[src/rtl/branch_pred_ctrl_if.sv]
// Fetch-side prediction and execute-side resolution signals between the core
// pipeline (master) and the branch predictor (slave).
interface branch_pred_ctrl_if #(
  parameter int CNT_W = 32
);
  logic [31:0]      i_if_pc;
  logic             o_if_pred_taken;
  logic [31:0]      o_if_pred_target;

  logic             i_ex_valid;
  logic             i_ex_stall;
  logic             i_ex_is_branch;
  logic             i_ex_is_jump;
  logic [31:0]      i_ex_pc;
  logic             i_ex_taken;
  logic [31:0]      i_ex_target;
  logic             i_ex_pred_taken;
  logic [31:0]      i_ex_pred_target;

  logic             o_flush;
  logic [31:0]      o_redirect_pc;
  logic [CNT_W-1:0] o_br_cnt;
  logic [CNT_W-1:0] o_miss_cnt;

  modport master (
    output i_if_pc,
    input  o_if_pred_taken, o_if_pred_target,
    output i_ex_valid, i_ex_stall, i_ex_is_branch, i_ex_is_jump, i_ex_pc,
    output i_ex_taken, i_ex_target, i_ex_pred_taken, i_ex_pred_target,
    input  o_flush, o_redirect_pc, o_br_cnt, o_miss_cnt
  );

  modport slave (
    input  i_if_pc,
    output o_if_pred_taken, o_if_pred_target,
    input  i_ex_valid, i_ex_stall, i_ex_is_branch, i_ex_is_jump, i_ex_pc,
    input  i_ex_taken, i_ex_target, i_ex_pred_taken, i_ex_pred_target,
    output o_flush, o_redirect_pc, o_br_cnt, o_miss_cnt
  );
endinterface

[src/rtl/branch_pred_ctrl.sv]
// Direct-mapped BTB + 2-bit BHT branch predictor with execute-stage
// misprediction detection, redirect, table training and statistics.
module branch_pred_ctrl #(
  parameter int IDX_W = 6,
  parameter int CNT_W = 32
) (
  input  logic                i_clk,
  input  logic                i_reset,
  branch_pred_ctrl_if.slave   bp
);

  localparam int DEPTH = 1 << IDX_W;
  localparam int TAG_W = 32 - IDX_W - 2;

  typedef struct packed {
    logic [TAG_W-1:0] tag;
    logic [31:0]      target;
    logic             jmp;
  } btb_entry_t;

  // Table storage
  logic [DEPTH-1:0] btb_valid;
  btb_entry_t       btb_mem [DEPTH];
  logic [1:0]       bht     [DEPTH];

  logic [CNT_W-1:0] br_cnt;
  logic [CNT_W-1:0] miss_cnt;

  // Fetch-side lookup
  logic [IDX_W-1:0] if_idx;
  logic [TAG_W-1:0] if_tag;
  logic             if_hit;
  logic             if_pred_taken;

  assign if_idx        = bp.i_if_pc[IDX_W+1:2];
  assign if_tag        = bp.i_if_pc[31:IDX_W+2];
  assign if_hit        = btb_valid[if_idx] && (btb_mem[if_idx].tag == if_tag);
  assign if_pred_taken = if_hit && (btb_mem[if_idx].jmp || bht[if_idx][1]);

  assign bp.o_if_pred_taken  = if_pred_taken;
  assign bp.o_if_pred_target = if_pred_taken ? btb_mem[if_idx].target
                                             : bp.i_if_pc + 32'd4;

  // Execute-side resolution; an instruction flagged as both branch and jump
  // is treated purely as a jump.
  logic [IDX_W-1:0] ex_idx;
  logic [TAG_W-1:0] ex_tag;
  logic             res;
  logic             miss;
  logic             ex_jump;
  logic             ex_branch;
  logic             bht_wr;
  logic             btb_wr;
  logic [1:0]       bht_next;

  assign ex_idx    = bp.i_ex_pc[IDX_W+1:2];
  assign ex_tag    = bp.i_ex_pc[31:IDX_W+2];
  assign ex_jump   = bp.i_ex_is_jump;
  assign ex_branch = bp.i_ex_is_branch && !bp.i_ex_is_jump;
  assign res       = bp.i_ex_valid && !bp.i_ex_stall && (ex_branch || ex_jump);
  assign miss      = (bp.i_ex_taken != bp.i_ex_pred_taken) ||
                     (bp.i_ex_taken && (bp.i_ex_target != bp.i_ex_pred_target));
  assign bht_wr    = res && ex_branch;
  assign btb_wr    = res && (ex_jump || bp.i_ex_taken);

  assign bp.o_flush       = res && miss;
  assign bp.o_redirect_pc = bp.i_ex_taken ? bp.i_ex_target : bp.i_ex_pc + 32'd4;

  // NOTE: every variable assigned in always_comb gets a default first so no
  // path leaves it unassigned, which is what would otherwise infer a latch.
  always_comb begin
    bht_next = bht[ex_idx];
    if (bp.i_ex_taken) begin
      if (bht[ex_idx] != 2'b11) bht_next = bht[ex_idx] + 2'b01;
    end else begin
      if (bht[ex_idx] != 2'b00) bht_next = bht[ex_idx] - 2'b01;
    end
  end

  // NOTE: state registers use non-blocking assignments so every flop samples
  // pre-edge values, which is also what gives fetch the no-bypass view of a
  // same-cycle table update.
  always_ff @(posedge i_clk or negedge i_reset) begin
    if (!i_reset) begin
      btb_valid <= '0;
      for (int i = 0; i < DEPTH; i++) bht[i] <= 2'b01;
      br_cnt   <= '0;
      miss_cnt <= '0;
    end else if (res) begin
      br_cnt <= br_cnt + CNT_W'(1);
      if (miss)   miss_cnt          <= miss_cnt + CNT_W'(1);
      if (bht_wr) bht[ex_idx]       <= bht_next;
      if (btb_wr) btb_valid[ex_idx] <= 1'b1;
    end
  end

  // NOTE: the BTB payload is plain storage with no reset; the reset-cleared
  // valid bits are what keep stale tags and targets from ever being used.
  always_ff @(posedge i_clk) begin
    if (btb_wr) begin
      btb_mem[ex_idx] <= '{tag: ex_tag, target: bp.i_ex_target, jmp: ex_jump};
    end
  end

  assign bp.o_br_cnt   = br_cnt;
  assign bp.o_miss_cnt = miss_cnt;

  // Word-aligned PCs: the byte-offset bits carry no index or tag information.
  logic unused_pc_bits;
  assign unused_pc_bits = ^{bp.i_if_pc[1:0], bp.i_ex_pc[1:0]};

endmodule

[src/flat_wrapper.sv]
// flat-port wrapper written by rule: the top's interface ports become plain ports
module branch_pred_ctrl_flat 
#(
  parameter int IDX_W = 6,
  parameter int CNT_W = 32
)
  (i_clk, i_reset, bp_i_if_pc, bp_o_if_pred_taken, bp_o_if_pred_target, bp_i_ex_valid, bp_i_ex_stall, bp_i_ex_is_branch, bp_i_ex_is_jump, bp_i_ex_pc, bp_i_ex_taken, bp_i_ex_target, bp_i_ex_pred_taken, bp_i_ex_pred_target, bp_o_flush, bp_o_redirect_pc, bp_o_br_cnt, bp_o_miss_cnt);
  branch_pred_ctrl_if #(.CNT_W(CNT_W)) bp_i ();
  input  logic i_clk;
  input  logic i_reset;
  input wire logic [$bits(bp_i.i_if_pc)-1:0] bp_i_if_pc;
  output wire logic [$bits(bp_i.o_if_pred_taken)-1:0] bp_o_if_pred_taken;
  output wire logic [$bits(bp_i.o_if_pred_target)-1:0] bp_o_if_pred_target;
  input wire logic [$bits(bp_i.i_ex_valid)-1:0] bp_i_ex_valid;
  input wire logic [$bits(bp_i.i_ex_stall)-1:0] bp_i_ex_stall;
  input wire logic [$bits(bp_i.i_ex_is_branch)-1:0] bp_i_ex_is_branch;
  input wire logic [$bits(bp_i.i_ex_is_jump)-1:0] bp_i_ex_is_jump;
  input wire logic [$bits(bp_i.i_ex_pc)-1:0] bp_i_ex_pc;
  input wire logic [$bits(bp_i.i_ex_taken)-1:0] bp_i_ex_taken;
  input wire logic [$bits(bp_i.i_ex_target)-1:0] bp_i_ex_target;
  input wire logic [$bits(bp_i.i_ex_pred_taken)-1:0] bp_i_ex_pred_taken;
  input wire logic [$bits(bp_i.i_ex_pred_target)-1:0] bp_i_ex_pred_target;
  output wire logic [$bits(bp_i.o_flush)-1:0] bp_o_flush;
  output wire logic [$bits(bp_i.o_redirect_pc)-1:0] bp_o_redirect_pc;
  output wire logic [$bits(bp_i.o_br_cnt)-1:0] bp_o_br_cnt;
  output wire logic [$bits(bp_i.o_miss_cnt)-1:0] bp_o_miss_cnt;
  assign bp_i.i_if_pc = bp_i_if_pc;
  assign bp_o_if_pred_taken = bp_i.o_if_pred_taken;
  assign bp_o_if_pred_target = bp_i.o_if_pred_target;
  assign bp_i.i_ex_valid = bp_i_ex_valid;
  assign bp_i.i_ex_stall = bp_i_ex_stall;
  assign bp_i.i_ex_is_branch = bp_i_ex_is_branch;
  assign bp_i.i_ex_is_jump = bp_i_ex_is_jump;
  assign bp_i.i_ex_pc = bp_i_ex_pc;
  assign bp_i.i_ex_taken = bp_i_ex_taken;
  assign bp_i.i_ex_target = bp_i_ex_target;
  assign bp_i.i_ex_pred_taken = bp_i_ex_pred_taken;
  assign bp_i.i_ex_pred_target = bp_i_ex_pred_target;
  assign bp_o_flush = bp_i.o_flush;
  assign bp_o_redirect_pc = bp_i.o_redirect_pc;
  assign bp_o_br_cnt = bp_i.o_br_cnt;
  assign bp_o_miss_cnt = bp_i.o_miss_cnt;
  branch_pred_ctrl #(.IDX_W(IDX_W), .CNT_W(CNT_W)) u_core (.i_clk(i_clk), .i_reset(i_reset), .bp(bp_i));
endmodule
[config.mk]
export PLATFORM = sky130hd
export DESIGN_NAME = branch_pred_ctrl_flat
export DESIGN_NICKNAME = d
export VERILOG_FILES = /design/src/rtl/branch_pred_ctrl_if.sv /design/src/rtl/branch_pred_ctrl.sv /design/src/flat_wrapper.sv
export SDC_FILE = /design/constraint.sdc
export NUM_CORES = 2
export LEC_CHECK = 0
export BUFFER_PORTS_ARGS = -buffer_cell sky130_fd_sc_hd__buf_2
export CAP_MARGIN = 20
export CORE_ASPECT_RATIO = 1.75
export CORE_UTILIZATION = 53
export CTS_CLUSTER_SIZE = 25
export DETAILED_ROUTE_END_ITERATION = 6
export PLACE_DENSITY = 0.69
export SKIP_LAST_GASP = 1
export SLEW_MARGIN = 10
export SYNTH_ARGS = -nofsm -noshare
export SYNTH_HDL_FRONTEND = slang
export SYNTH_SLANG_ARGS = --single-unit
[constraint.sdc]
create_clock -name i_clk -period 7.65 [get_ports i_clk]
set_input_delay 1.53 -clock i_clk [delete_from_list [all_inputs] [get_ports i_clk]]
set_output_delay 1.53 -clock i_clk [all_outputs]
set_load 0.01 [all_outputs]
-- After elaboration in Yosys (flattened, before gate mapping)
Memories as Yosys holds them, arrays and structs flattened.
Cells that the tools add are included.
- latch bits: 0
- input bits: 136
- flip-flop bits (word level): 256
- word-level logic and storage cells: 128
- output and inout port bits: 130
- bits in writable memories: 3648
- memories kept: 1
- bits in read-only memories: 0
- mux-type cells: 20
- bitwise logic cells: 3
- div/mod/pow operators: 0
- order comparisons: 6
- $mul: 0
- eq/ne operators: 4
- shifts and indexed selects: 0
- reduce and logical (&&, ||, !) cells: 21
- add/sub/neg operators: 6
- memories (name ; words ; bits a word ; read ports ; clocked after memory_dff ; write ports ; RTL line ; source):
    u_core.btb_mem ; 64 ; 57 ; 1 ; 0 ; 1 ; branch_pred_ctrl.sv:23 ; btb_entry_t btb_mem [DEPTH];
- operators with widths (kind ; number):
    bitwise mux 128 bit ; 1
    adder 32 x 1 -> 32 bit, second input constant ; 2
    adder 32 x 3 -> 32 bit, second input constant ; 2
    two-way mux 32 bit ; 2
    OR 64 bit ; 1
    inequality test 32 bit ; 1
    binary-select mux 2 bit (select 6 bit) ; 2
    == test 24 bit ; 1
    two-way mux 2 bit ; 8
    greater-or-equal comparator 7 bit, second input constant ; 2
    < comparator 6 x 7 -> 1 bit, second input constant ; 2
    inverter 6 -> 7 bit ; 2
    demux 2 bit (select 6 bit) ; 1
    logical AND 1 bit ; 11
    < comparator 7 x 1 -> 1 bit, second input constant ; 1
    binary-select mux 1 bit (select 6 bit) ; 1
    demux 1 bit (select 6 bit) ; 1
    greater-or-equal comparator 6 x 1 -> 1 bit, second input constant ; 1
    AND reduction 2 bit ; 3
    logical OR 1 bit ; 4
    two-way mux 1 bit ; 4
    adder 2 x 1 -> 2 bit, second input constant ; 1
    logical NOT 1 bit ; 2
    inequality test 2 bit, second input constant ; 1
    other kinds (3) ; 3

-- Logic depth before layout (Yosys ltp)
- depth after elaboration: 8
- mapped depth: 18
- mapped depth without buffers: 10

-- Least setup slack after synthesis
OpenSTA, ideal clock, no wires.
- kind: input to output
- start: input port bp_i_if_pc[2]
- end: output port bp_o_if_pred_target[10]
- stages on the path: 13
- buffers on the path: 9
- arrival: 4.662 ns
- data required time: 6.120 ns
- setup slack: 1.458 ns
- path through: buf_6 > buf_6 > buf_6 > buf_6 > buf_4 > buf_4 > buf_4 > buf_2 > buf_2 > mux4_2 > mux4_2 > a221oi_1 > mux2i_1
- word-level cells in the longest chain between the ends: 7
- elaborated cells between the ends (all ways): 13
- classes of those cells: 1 x add/sub; 1 x eq/ne; 6 x mux; 1 x bitwise; 3 x reduce/logical; 1 x memory
- RTL lines (element ; RTL line ; source):
    from (decl) ; flat_wrapper.sv:11 ; input wire logic [$bits(bp_i.i_if_pc)-1:0] bp_i_if_pc;
    parallel branches: the longest is 6 deep, another holds memory (64 x 57 bit) ; n/a ;
    two-way mux 32 bit (*) ; branch_pred_ctrl.sv:41 ; assign bp.o_if_pred_target = if_pred_taken ? btb_mem[if_idx].target
    to (decl) ; flat_wrapper.sv:13 ; output wire logic [$bits(bp_i.o_if_pred_target)-1:0] bp_o_if_pred_target;
Mark *: on every way between the ends. The select of a mux whose other input is x is not followed.

-- Worst setup path in the final report
- start: input port bp_i_if_pc[6]
- end: output port bp_o_if_pred_target[31]
The elaborated chain is that of the path after synthesis.

==> impl_results.md <==
* Status: finished, violations left
* Failing checks: design-rule violations, negative setup slack
* Die ar. at between 200000 and 300000 sq um
* Critical path fanouts, max at 40
* First-pass GRT wire length at roughly 670 mm
* Clk buf depth at 4
* Row count at 260
* Placed cell count at roughly 11000
* Setup Skew at between 0.02 and 0.03 ns
* Hold_sp: u_core.btb_valid[56]
* VDD IR max at ~0.00019 V
* Most common cell in the netlist: edfxtp_1
* Die H at approximately 700 microns
* Fin. Hold Viols at 0
* Slew Viols, Final at 0
* WL/cell at 41.9 microns
* Layout cells sized above 1 at 31.6%
* Final setup fails at 20
* Starting Density at a little over half
* Total GRT Usage at about a third
* Minimum clock period at slightly below 8 ns
* Post-synth cell types at 82
* Unrepaired setup endpoints after global routing: false
* FFs w/ async S/R, synth at 6.56%
* Reg area at about 120000 sq um
* IO Pins at ~270
* RePlAce Congestion at about 0.96
* Post-Layout Cell Count at 11900
* Post-synth top area share at a little under three quarters
* Worst path slowest cell: nand4_1
* Residual DRC count at 4
* Measured slew at the worst slew-check pin at around 1.4 ns
* Critical path class: input pin to primary output
* Synth Register Bits at between 3000 and 4000
* Final worst-path cycle share at 101%
* Wirelength, routed at around 500 mm
* Max_slew headroom at ~5.4%
* Reg clk slew, reported paths at ~0.060 ns
* Final worst slack at -0.0481 ns
* GRT overflow at 0
* Skew-Pair Late Insertion Delay at approximately 0.93 ns
* Fin util at 60.4%
* Syn Nets at between 7000 and 8000
* Number of buffers inserted by hold repair at cts at 0
* Commonest cells post-synth: edfxtp_1, mux4_2, mux2i_1
* Fmax at approximately 0.13 GHz
* CTS buffer count at roughly 340
* Die Wd at around 410 microns
* RR Startpoint: u_core.bht[94]
* Biggest area consumer among synthesized cells: edfxtp_1
* Data required, critical path at ~6 ns
* Clock tree sinks at roughly 4000
* Fillers at 19900
* Via density at between 7 and 8
* Cell area power density at around 250 nW/um^2
* Post-Syn Area per Cell at around 21 sq um
* Cell Chain, Critical Path: clkbuf_8 > inv_2 > buf_12 > nor2_2 > buf_4 > a32oi_1 > nand2_1 > xor2_1 > nand4_1 > o32ai_2 > buf_4 > nand4_2 > nor4_4 > buf_12 > buf_16 > mux2_2 > buf_2
* Leakage at 56.6 nW
* H-tree depth at 5
* Synth top area cells: edfxtp_1, mux4_2, dfrtp_1
* Root buffer cell: clkbuf_16
* Footprint of the multi-input gates at 35400 sq um
* Worst setup EP type: primary output
* TritonCTS clock tree: built
* CP startpoint: bp_i_if_pc[6]
* Nets at approximately 8000
* Port bufs at around 270
* Antenna violations before repair at 32
* Critical path launch point type: input pin
* Critical path buffer and inverter count at 8
* Most common flop cell mapped by yosys: edfxtp_1
* Area delta synth->final at 13.2%
* Crit-path max cell delay at ~0.86 ns
* Pre-antenna DRT Iters at 7
* Max cap viols at 0
* Crit path max-delay family: buffers and inverters
* Hold Crit Class: register to register
* Vias in the first global route at 81200
* Drt first-iter violations at about 14000
* Largest net degree at the start of global routing at 117
* Dpl hpwl at 293 mm
* Sequential-to-total area share from yosys stat at about 76%
* Netlist Area Pre-Place at around 150000 sq um
* Vias at between 80000 and 90000
* Arr. time, crit path at between 6 and 7 ns
* Post-Syn Instances at 7141
* Core Region at between 200000 and 300000 sq um
* Post-synth EDFFs at ~3600
* Final ANT Viol Nets at 0
* Yosys warns at 0
[path summary, 6_finish.rpt]
path	end	slack, ns	cells past startpoint
max	bp_o_if_pred_target[31]	-0.05	17
min	u_core.btb_valid[56]	0.47	1
max reg2reg	u_core.bht[9]	4.55	8
min reg2reg	u_core.btb_valid[56]	0.47	1
max in group asynchronous	u_core.bp.o_miss_cnt[0]	5.62	2
min in group asynchronous	u_core.btb_valid[32]	0.60	1
[layout by cell type, fill, tap and decap left out, types with 13 or more instances in the layout]
cell        netlist  final
a22o_1           14     14
nand3_1          81     81
dfrtp_1         192    192
bufinv_16         0     35
nand4_1          35     35
or2_2            71     71
dfstp_2          64     64
o22ai_1          29     29
o211ai_1         29     29
nor4_1           20     18
a221oi_1         40     40
diode_2           0     22
buf_4            51    350
buf_12            4     84
mux2_4           20     20
nor3_1           32     31
a211oi_1         13     13
nor2_1          165     98
clkinv_2          0     62
mux2i_1         278    278
buf_2           113    259
mux4_2          938    938
a21oi_1          56     56
and3_1           26     26
nor2b_1          22     18
mux2_2          154    154
o21ai_0          86     86
o221ai_1         26     26
clkbuf_1        147     56
a22oi_1         127    127
nor2_4            0     63
clkinvlp_4        0     21
a31oi_1          19     19
edfxtp_1       3648   3648
xor2_1           83     83
clkinv_1          0     54
xnor2_1         100    100
nand2_1         233    233
clkbuf_16         0    352
[state kept, by name (all words and copies together) (netlist names)]
signal	cells
u_core.bht	128
u_core.btb_mem	3648
u_core.btb_valid	64
u_core.bp.o_br_cnt	32
u_core.bp.o_miss_cnt	32
[where the power goes]
part           internal, mW  switching [mW]  leakage [nW]
combinational         0.941            1.66          15.2
sequential             23.5          0.0718          36.1
clock                  9.62            7.87          5.37
[cell families (layout without fill, tap and decap cells)]
kind of cell             after synthesis  in the layout  share of synthesized area [%]
AO/OA/AOI/OAI                        505            505                           2.33
XOR/XNOR                             183            183                           1.05
adder cells (fa/ha/maj)                6              6                         0.0458
buffers and inverters                397           1332                           1.41
flip-flops                          3904           3904                           75.8
multiplexers                        1392           1392                           17.0
other                                  0             22                              0
AND/OR/NAND/NOR                      754            754                           2.40
[through the flow]
stage	setup WS [ns]	area, sq um	hold slack, ns	power (mW)	setup TNS (ns)
6_report	-0.0481	173000	0.467	43.6	-0.300
5_1_grt	0.0107	173000	0.479	44.5	0
4_1_cts	0.0562	173000	0.466	43.6	0
3_5_place_dp	-0.258	162000	0.451	26.5	-5.98
3_3_place_gp	-0.248	162000	0.447	26.5	-5.30
2_1_floorplan	1.46	153000	0.432	25.3	0
[per-layer routing]
layer | routed length [microns] | track usage [%] | part of all wire (%) | up-vias
li1 | - | - | - | 31100
met1 | 160000 | 41.3 | 32 | 43900
met2 | 236000 | 53.8 | 47 | 6725
met3 | 63400 | 9.79 | 13 | 1537
met4 | 38500 | 21.3 | 7.7 | 14
met5 | 99 | 0 | 0.020 | -
[cell type report]
class,count,area share [%]
clock buffers,409,5.18
well taps,3799,2.74
clock inverters,201,1.18
multi-input cells,2840,20.4
inverters,13,0.0339
repair buffers,709,3.43
diodes,22,0.0318
flip-flops and latches,3904,67.0
[repair_timing]
action	4_1_cts	5_1_grt
cloned	0	4
buffers inserted	1	0
endpoints found under the setup margin	32	32
resized for setup	1	9
pin swaps	1	2
Power figures use the tool's default switching activity.
